File: config.mk
export PLATFORM = sky130hd
export DESIGN_NAME = uart_bus_bridge_flat
export DESIGN_NICKNAME = d
export VERILOG_FILES = /design/src/rtl/uart_bus_bridge_pkg.sv /design/src/rtl/uart_bus_bridge_if.sv /design/src/rtl/uart_bus_bridge_timer.sv /design/src/rtl/uart_bus_bridge.sv /design/src/flat_wrapper.sv
export SDC_FILE = /design/constraint.sdc
export NUM_CORES = 1
export LEC_CHECK = 0
export ABC_CLOCK_PERIOD_IN_PS = 2200
export CORE_UTILIZATION = 53
export DETAILED_ROUTE_END_ITERATION = 7
export HOLD_SLACK_MARGIN = 0.03
export PLACE_DENSITY = 0.8
export SYNTH_ARGS = -nofsm -noshare
export SYNTH_HDL_FRONTEND = slang
export SYNTH_SLANG_ARGS = --single-unit
File: constraint.sdc
create_clock -name clk_i -period 2.2 [get_ports clk_i]
set_input_delay 0.55 -clock clk_i [delete_from_list [all_inputs] [get_ports clk_i]]
set_output_delay 0.55 -clock clk_i [all_outputs]
set_load 0.005 [all_outputs]
File: src/rtl/uart_bus_bridge_pkg.sv
// Shared types and constants for the UART-to-bus command bridge.
package uart_bus_bridge_pkg;

    typedef enum logic [2:0] {
        IDLE,
        ADDR,
        DATA,
        BUS_WR,
        BUS_RD,
        RESP
    } state_e;

    localparam logic [7:0] CMD_WRITE = 8'h57;
    localparam logic [7:0] CMD_READ  = 8'h52;
    localparam logic [7:0] RSP_ACK   = 8'h06;
    localparam logic [7:0] RSP_NAK   = 8'h15;

    // Number of whole bytes needed to carry an address of the given width.
    function automatic int addr_bytes(input int bits);
        return (bits + 7) / 8;
    endfunction

endpackage

File: src/rtl/uart_bus_bridge_if.sv
// Byte-stream and peripheral-bus signals seen by the bridge.
// master = the bridge itself (bus initiator), slave = UART + peripheral side.
interface uart_bus_bridge_if #(
    parameter int address_width = 16
);
    logic [7:0]               rx_data_i;
    logic                     rx_valid_i;
    logic [7:0]               tx_data_o;
    logic                     tx_valid_o;
    logic                     tx_ready_i;
    logic [address_width-1:0] bus_addr_o;
    logic [7:0]               bus_wdata_o;
    logic                     bus_we_o;
    logic                     bus_re_o;
    logic [7:0]               bus_rdata_i;
    logic                     busy_o;
    logic                     err_o;

    modport master (
        input  rx_data_i, rx_valid_i, tx_ready_i, bus_rdata_i,
        output tx_data_o, tx_valid_o, bus_addr_o, bus_wdata_o,
               bus_we_o, bus_re_o, busy_o, err_o
    );

    modport slave (
        output rx_data_i, rx_valid_i, tx_ready_i, bus_rdata_i,
        input  tx_data_o, tx_valid_o, bus_addr_o, bus_wdata_o,
               bus_we_o, bus_re_o, busy_o, err_o
    );
endinterface

File: src/rtl/uart_bus_bridge_timer.sv
// Loadable down-counter. expire_o pulses in the last enabled cycle of a
// count, i.e. N enabled cycles after loading N. Load beats clear.
module uart_bus_bridge_timer #(
    parameter int W = 16
) (
    input  logic         clk_i,
    input  logic         reset_n_i,
    input  logic         load_i,
    input  logic [W-1:0] load_val_i,
    input  logic         clear_i,
    input  logic         en_i,
    output logic         expire_o
);
    logic [W-1:0] cnt_q, cnt_d;

    // Next count: reload, clear, or step down while enabled.
    always_comb begin
        cnt_d = cnt_q;
        if (load_i) begin
            cnt_d = load_val_i;
        end else if (clear_i) begin
            cnt_d = '0;
        end else if (en_i && cnt_q != '0) begin
            cnt_d = cnt_q - 1'b1;
        end
    end

    // Count register.
    always_ff @(posedge clk_i or negedge reset_n_i) begin
        if (!reset_n_i) cnt_q <= '0;
        else            cnt_q <= cnt_d;
    end

    assign expire_o = en_i && (cnt_q == W'(1));
endmodule

File: src/rtl/uart_bus_bridge.sv
// Parses W/R frames from a UART byte stream, runs one bus transaction per
// frame and returns a single response byte (ACK, read data or NAK).
module uart_bus_bridge
    import uart_bus_bridge_pkg::*;
#(
    parameter int FPGAClkSpeed  = 50000000,
    parameter int BaudRate      = 230400,
    parameter int address_width = 16,
    parameter int data_width    = 8,
    parameter int ReadLatency   = 1
) (
    input  logic              clk_i,
    input  logic              reset_n_i,
    uart_bus_bridge_if.master bus
);
    localparam int AddrBytes     = addr_bytes(address_width);
    localparam int AddrShW       = AddrBytes * 8;
    localparam int CntW          = $clog2(AddrBytes) + 1;
    localparam int TimeoutCycles = (FPGAClkSpeed / BaudRate) * 100;
    localparam int TmrMax        = (TimeoutCycles > ReadLatency + 1) ? TimeoutCycles : ReadLatency + 1;
    localparam int TmrW          = $clog2(TmrMax + 1);

    if (data_width != 8) begin : g_dw_chk
        $error("uart_bus_bridge: data_width must be 8");
    end
    if (ReadLatency < 1 || ReadLatency > 7) begin : g_rl_chk
        $error("uart_bus_bridge: ReadLatency must be 1..7");
    end

    state_e              state_q, state_d;
    logic [7:0]          cmd_q, cmd_d;
    logic [AddrShW-1:0]  addr_q, addr_d;
    logic [7:0]          wdata_q, wdata_d;
    logic [7:0]          txd_q, txd_d;
    logic [CntW-1:0]     nbytes_q, nbytes_d;
    logic                we_q, we_d, re_q, re_d, err_q, err_d;

    logic                tmr_load, tmr_clear, tmr_en, tmr_exp;
    logic [TmrW-1:0]     tmr_val;

    // One timer serves both the inter-byte timeout and the read-latency wait;
    // loading ReadLatency+1 makes it expire in the sampling cycle.
    uart_bus_bridge_timer #(.W(TmrW)) u_timer (
        .clk_i      (clk_i),
        .reset_n_i  (reset_n_i),
        .load_i     (tmr_load),
        .load_val_i (tmr_val),
        .clear_i    (tmr_clear),
        .en_i       (tmr_en),
        .expire_o   (tmr_exp)
    );

    // Frame parser / transaction sequencer: next state and register updates.
    always_comb begin
        state_d   = state_q;
        cmd_d     = cmd_q;
        addr_d    = addr_q;
        wdata_d   = wdata_q;
        txd_d     = txd_q;
        nbytes_d  = nbytes_q;
        we_d      = 1'b0;
        re_d      = 1'b0;
        err_d     = 1'b0;
        tmr_load  = 1'b0;
        tmr_clear = 1'b0;
        tmr_val   = TmrW'(TimeoutCycles);
        tmr_en    = (state_q == ADDR) || (state_q == DATA) || (state_q == BUS_RD);

        unique case (state_q)
            IDLE: begin
                tmr_clear = 1'b1;
                if (bus.rx_valid_i) begin
                    if (bus.rx_data_i == CMD_WRITE || bus.rx_data_i == CMD_READ) begin
                        cmd_d    = bus.rx_data_i;
                        nbytes_d = '0;
                        tmr_load = 1'b1;
                        state_d  = ADDR;
                    end else begin
                        txd_d   = RSP_NAK;
                        err_d   = 1'b1;
                        state_d = RESP;
                    end
                end
            end
            ADDR: begin
                // A byte arriving in the expiry cycle wins over the timeout.
                if (bus.rx_valid_i) begin
                    addr_d   = AddrShW'({addr_q, bus.rx_data_i});
                    tmr_load = 1'b1;
                    if (nbytes_q == CntW'(AddrBytes - 1)) begin
                        if (cmd_q == CMD_WRITE) begin
                            state_d = DATA;
                        end else begin
                            re_d    = 1'b1;
                            tmr_val = TmrW'(ReadLatency + 1);
                            state_d = BUS_RD;
                        end
                    end else begin
                        nbytes_d = nbytes_q + 1'b1;
                    end
                end else if (tmr_exp) begin
                    err_d   = 1'b1;
                    state_d = IDLE;
                end
            end
            DATA: begin
                if (bus.rx_valid_i) begin
                    wdata_d   = bus.rx_data_i;
                    we_d      = 1'b1;
                    tmr_clear = 1'b1;
                    state_d   = BUS_WR;
                end else if (tmr_exp) begin
                    err_d   = 1'b1;
                    state_d = IDLE;
                end
            end
            BUS_WR: begin
                err_d   = bus.rx_valid_i;
                txd_d   = RSP_ACK;
                state_d = RESP;
            end
            BUS_RD: begin
                err_d = bus.rx_valid_i;
                if (tmr_exp) begin
                    txd_d   = bus.bus_rdata_i;
                    state_d = RESP;
                end
            end
            RESP: begin
                // A byte in the handshake cycle is still an overrun.
                err_d = bus.rx_valid_i;
                if (bus.tx_ready_i) state_d = IDLE;
            end
            default: state_d = IDLE;
        endcase
    end

    // State and datapath registers; reset aborts any frame in progress.
    always_ff @(posedge clk_i or negedge reset_n_i) begin
        if (!reset_n_i) begin
            state_q  <= IDLE;
            cmd_q    <= '0;
            addr_q   <= '0;
            wdata_q  <= '0;
            txd_q    <= '0;
            nbytes_q <= '0;
            we_q     <= 1'b0;
            re_q     <= 1'b0;
            err_q    <= 1'b0;
        end else begin
            state_q  <= state_d;
            cmd_q    <= cmd_d;
            addr_q   <= addr_d;
            wdata_q  <= wdata_d;
            txd_q    <= txd_d;
            nbytes_q <= nbytes_d;
            we_q     <= we_d;
            re_q     <= re_d;
            err_q    <= err_d;
        end
    end

    assign bus.bus_addr_o  = addr_q[address_width-1:0];
    assign bus.bus_wdata_o = wdata_q;
    assign bus.bus_we_o    = we_q;
    assign bus.bus_re_o    = re_q;
    assign bus.tx_data_o   = txd_q;
    assign bus.tx_valid_o  = (state_q == RESP);
    assign bus.busy_o      = (state_q != IDLE);
    assign bus.err_o       = err_q;
endmodule
File: src/flat_wrapper.sv
// flat-port wrapper written by rule: the top's interface ports become plain ports
module uart_bus_bridge_flat import uart_bus_bridge_pkg::*;
#(
    parameter int FPGAClkSpeed  = 50000000,
    parameter int BaudRate      = 230400,
    parameter int address_width = 16,
    parameter int data_width    = 8,
    parameter int ReadLatency   = 1
)
  (clk_i, reset_n_i, bus_rx_data_i, bus_rx_valid_i, bus_tx_ready_i, bus_bus_rdata_i, bus_tx_data_o, bus_tx_valid_o, bus_bus_addr_o, bus_bus_wdata_o, bus_bus_we_o, bus_bus_re_o, bus_busy_o, bus_err_o);
  uart_bus_bridge_if #(.address_width(address_width)) bus_i ();
  input  logic clk_i;
  input  logic reset_n_i;
  input wire logic [$bits(bus_i.rx_data_i)-1:0] bus_rx_data_i;
  input wire logic [$bits(bus_i.rx_valid_i)-1:0] bus_rx_valid_i;
  input wire logic [$bits(bus_i.tx_ready_i)-1:0] bus_tx_ready_i;
  input wire logic [$bits(bus_i.bus_rdata_i)-1:0] bus_bus_rdata_i;
  output wire logic [$bits(bus_i.tx_data_o)-1:0] bus_tx_data_o;
  output wire logic [$bits(bus_i.tx_valid_o)-1:0] bus_tx_valid_o;
  output wire logic [$bits(bus_i.bus_addr_o)-1:0] bus_bus_addr_o;
  output wire logic [$bits(bus_i.bus_wdata_o)-1:0] bus_bus_wdata_o;
  output wire logic [$bits(bus_i.bus_we_o)-1:0] bus_bus_we_o;
  output wire logic [$bits(bus_i.bus_re_o)-1:0] bus_bus_re_o;
  output wire logic [$bits(bus_i.busy_o)-1:0] bus_busy_o;
  output wire logic [$bits(bus_i.err_o)-1:0] bus_err_o;
  assign bus_i.rx_data_i = bus_rx_data_i;
  assign bus_i.rx_valid_i = bus_rx_valid_i;
  assign bus_i.tx_ready_i = bus_tx_ready_i;
  assign bus_i.bus_rdata_i = bus_bus_rdata_i;
  assign bus_tx_data_o = bus_i.tx_data_o;
  assign bus_tx_valid_o = bus_i.tx_valid_o;
  assign bus_bus_addr_o = bus_i.bus_addr_o;
  assign bus_bus_wdata_o = bus_i.bus_wdata_o;
  assign bus_bus_we_o = bus_i.bus_we_o;
  assign bus_bus_re_o = bus_i.bus_re_o;
  assign bus_busy_o = bus_i.busy_o;
  assign bus_err_o = bus_i.err_o;
  uart_bus_bridge #(.FPGAClkSpeed(FPGAClkSpeed), .BaudRate(BaudRate), .address_width(address_width), .data_width(data_width), .ReadLatency(ReadLatency)) u_core (.clk_i(clk_i), .reset_n_i(reset_n_i), .bus(bus_i));
endmodule
==> flow_summary.ini, run 1 <==
[synthesis]
yosys_register_bits = 63
syn-cell-area_mm2 = 0.00319
synthDistinctLibCells = 61
yosys-top-cells-area = dfrtp_1 (49%), mux2_2 (9.2%), nand2_1 (2.5%)
yosysSeqAreaShare_pct = 49.5
synth_edf_count = 0
synthFlopType = dfrtp_1
ys_async_sr_fraction_pct = 100
synth.top_cell.area_share_pct = 49.5
syn_nets = 305
synth.largest_area_cell = dfrtp_1
syn_area_per_cell_um2 = 11.3
yosysWarnings = 0
synth_cells = 282

[detailed_routing]
via_per_inst = 5.63
wirelength_um = 7170
wl_per_cell_um = 15.9
drtAntennaViolNets = 0
drc = 0
num_vias = 2540
drtIter0Drc = 185
drt_first_pass_iters = 4

[clock_network]
tritoncts = built
ctsLongestPathBuffers = 2
clock-sinks = 63
clock_latency_ns = 0.34
h-tree-depth = 3
clk_pin_slew_worst_paths_ns = 0.07
cts-root-buf = clkbuf_8
cts_buffers = 9
cts_hold_buf = 0

[critical_path]
r2r_start = u_core.u_timer.cnt_q[1]$_DFFE_PN0P_
critPathRequiredTime_ns = 1.65
setup.worst_path.start_class = register
critPathCaptureType = output port
worstReg2RegEnd = u_core.u_timer.cnt_q[7]$_DFFE_PN0P_
crit_path_max_fanout = 5
rrSetupSlack_ns = 0.19
cp-endpoint = bus_tx_valid_o
critPathKind = register to output port
arrival_ns = 1.61
startpoint = u_core.state_q[2]$_DFFE_PN0P_
r2r_cells = 8

[grt]
met1_usage_pct = 33.0
grt_util_met2_pct = 40.7
track_usage_pct = 25.4
grt.busiest_layer = met2
grt_pass1_vias = 2667
grt_max_degree = 64
antenna_found_initial = 0
grt_pass1_wl_um = 12200
grt_use_met3_pct = 4.91
overflow = 0

[sta]
finalSetupTns_ns = 0
post-route-period-util_pct = 98.4
setup_viol = 0
drv_slew = 0
skew_ns = 0.00546
hold_violations = 0
fmax_mhz = 462
fin_crit_ns = 2.16
slew_headroom_pct = 63.8
tightest_slew_ns = 0.542

[status]
outcome = finished, final reports clean

[finish]
antenna_cells = 0
nNetsFinal = 398
drive_above_1_share_pct = 27.4
area_delta_synth_final_pct = 33.8

[die]
die_w_um = 79.6
die_h_um = 79.6
core_mm2 = 0.00564
io_pins = 57
die_area_mm2 = 0.00633
start_util_pct = 56.5
rows = 27

[pwr]
peakVddDrop_uv = 770
powerDensity_mw_per_mm2 = 1440
power_w = 0.00613
leakagePower_nw = 1.89

[worst_hold_path]
hold_class = primary input to async pin

[placement]
dp_hpwl_um = 5090
gp_congestion = 0.864
port_buffers = 56

[flow_run]
drv_cap = 0
where the power goes:
| part | internal (W) | switching [W] | total [W] | leakage (nW) |
|---|---|---|---|---|
| clock | 0.000514 | 0.000444 | 0.000958 | 0.0892 |
| combinational | 0.00174 | 0.00145 | 0.00319 | 1.00 |
| sequential | 0.00162 | 0.000365 | 0.00198 | 0.798 |
through the flow:
stage	std cells	utilization (%)	hold WS, ns	instance area [um2]	setup WS, ns
floorplan	282	-	0.254	3190	0.253
global placement	434	72.0	0.450	4060	-0.222
detailed placement	434	72.0	0.469	4060	-0.271
CTS	451	75.4	0.231	4260	0.0390
global route	451	75.6	0.251	4270	-0.00181
finish	451	75.6	0.214	4270	0.0360
cell families after synthesis:
logic type / Yosys count / synth area share, %
mux: 27 / 9.54
buf+inv: 21 / 3.22
fa+ha+maj: 3 / 1.18
xor+xnor: 10 / 2.75
compound gates: 62 / 16.2
flops: 63 / 49.5
simple gates: 96 / 17.7
critical path, stage by stage, from the launching register on:
cell	delay (ns)
dfrtp_2	0.41
nor2b_2	0.20
and2_1	0.15
clkdlybuf4s50_1	0.51
registers in the layout, indices dropped and copies added, names as in the netlist, 2 cells and up:
signal,flops
u_core.u_timer.cnt_q,15
u_core.cmd_q,8
u_core.state_q,3
u_core.bus.bus_wdata_o,8
u_core.nbytes_q,2
u_core.bus.bus_addr_o,16
u_core.bus.tx_data_o,8
worst min path at each step:
stage | to | cells after the start | slack (ns)
finish | u_core.bus.tx_data_o[4]$_DFFE_PN0P_ | 2 | 0.21
global route | u_core.u_timer.cnt_q[8]$_DFFE_PN0P_ | 2 | 0.25
CTS | u_core.u_timer.cnt_q[14]$_DFFE_PN0P_ | 2 | 0.23
detailed placement | u_core.cmd_q[1]$_DFFE_PN0P_ | 1 | 0.47
global placement | u_core.cmd_q[4]$_DFFE_PN0P_ | 1 | 0.45
floorplan | u_core.bus.bus_addr_o[0]$_DFFE_PN0P_ | 0 | 0.25
layout by cell type (no fill, tap or decap), types with 5 or more instances in the layout:
cell,Yosys,routed
o21ai_0,10,10
clkdlybuf4s50_1,0,54
mux2_2,26,26
a22o_1,5,5
dfrtp_1,63,60
buf_4,0,36
nand2_1,21,21
clkbuf_8,0,9
nor3_1,7,7
inv_1,9,9
nand2b_1,8,8
xnor2_1,9,9
and2_1,5,5
nor2_1,17,17
and3_1,5,5
cells in the mapped netlist (all sizes together), types with 4 or more instances:
library cell and number:
a22o 5, inv 9, and2 5, nand2 21
o2bb2ai 4, buf 9, mux2 27, nor2 20
a21oi 6, a2111oi 4, a211oi 4, dfrtp 63
and3 5, nand2b 9, nor2b 5, a31oi 4
or3 4, o21ai 13, nor3 7, xnor2 9
nor4 5
layout make-up:
| type | instances | area (um2) |
|---|---|---|
| Clock buffer | 11 | 131 |
| Inverter | 9 | 33.8 |
| Multi-Input combinational cell | 198 | 1520 |
| Tap cell | 72 | 90.1 |
| Clock inverter | 4 | 47.5 |
| Sequential cell | 63 | 1580 |
| Timing Repair Buffer | 94 | 865 |
| Fill cell | 390 | 1380 |
routing by layer:
| layer | vias to the layer above | wire length [um] |
|---|---|---|
| li1 | 1212 | - |
| met1 | 1244 | 3270 |
| met2 | 71 | 3380 |
| met3 | 13 | 394 |
| met4 | 0 | 125 |
| met5 | - | 0 |
what timing repair did:
item                                    4_1_cts  5_1_grt
endpoints found under the setup margin        2        4
buffers inserted                              2        0
gates resized for setup                       3        3
Power figures use the tool's default switching activity.
==> run 2: changes to the inputs <==
Settings changed: GPL_ROUTABILITY_DRIVEN from default to 0.
==> results of run 2 <==
The final DEF is identical to that of run 1; final timing and power are the same.
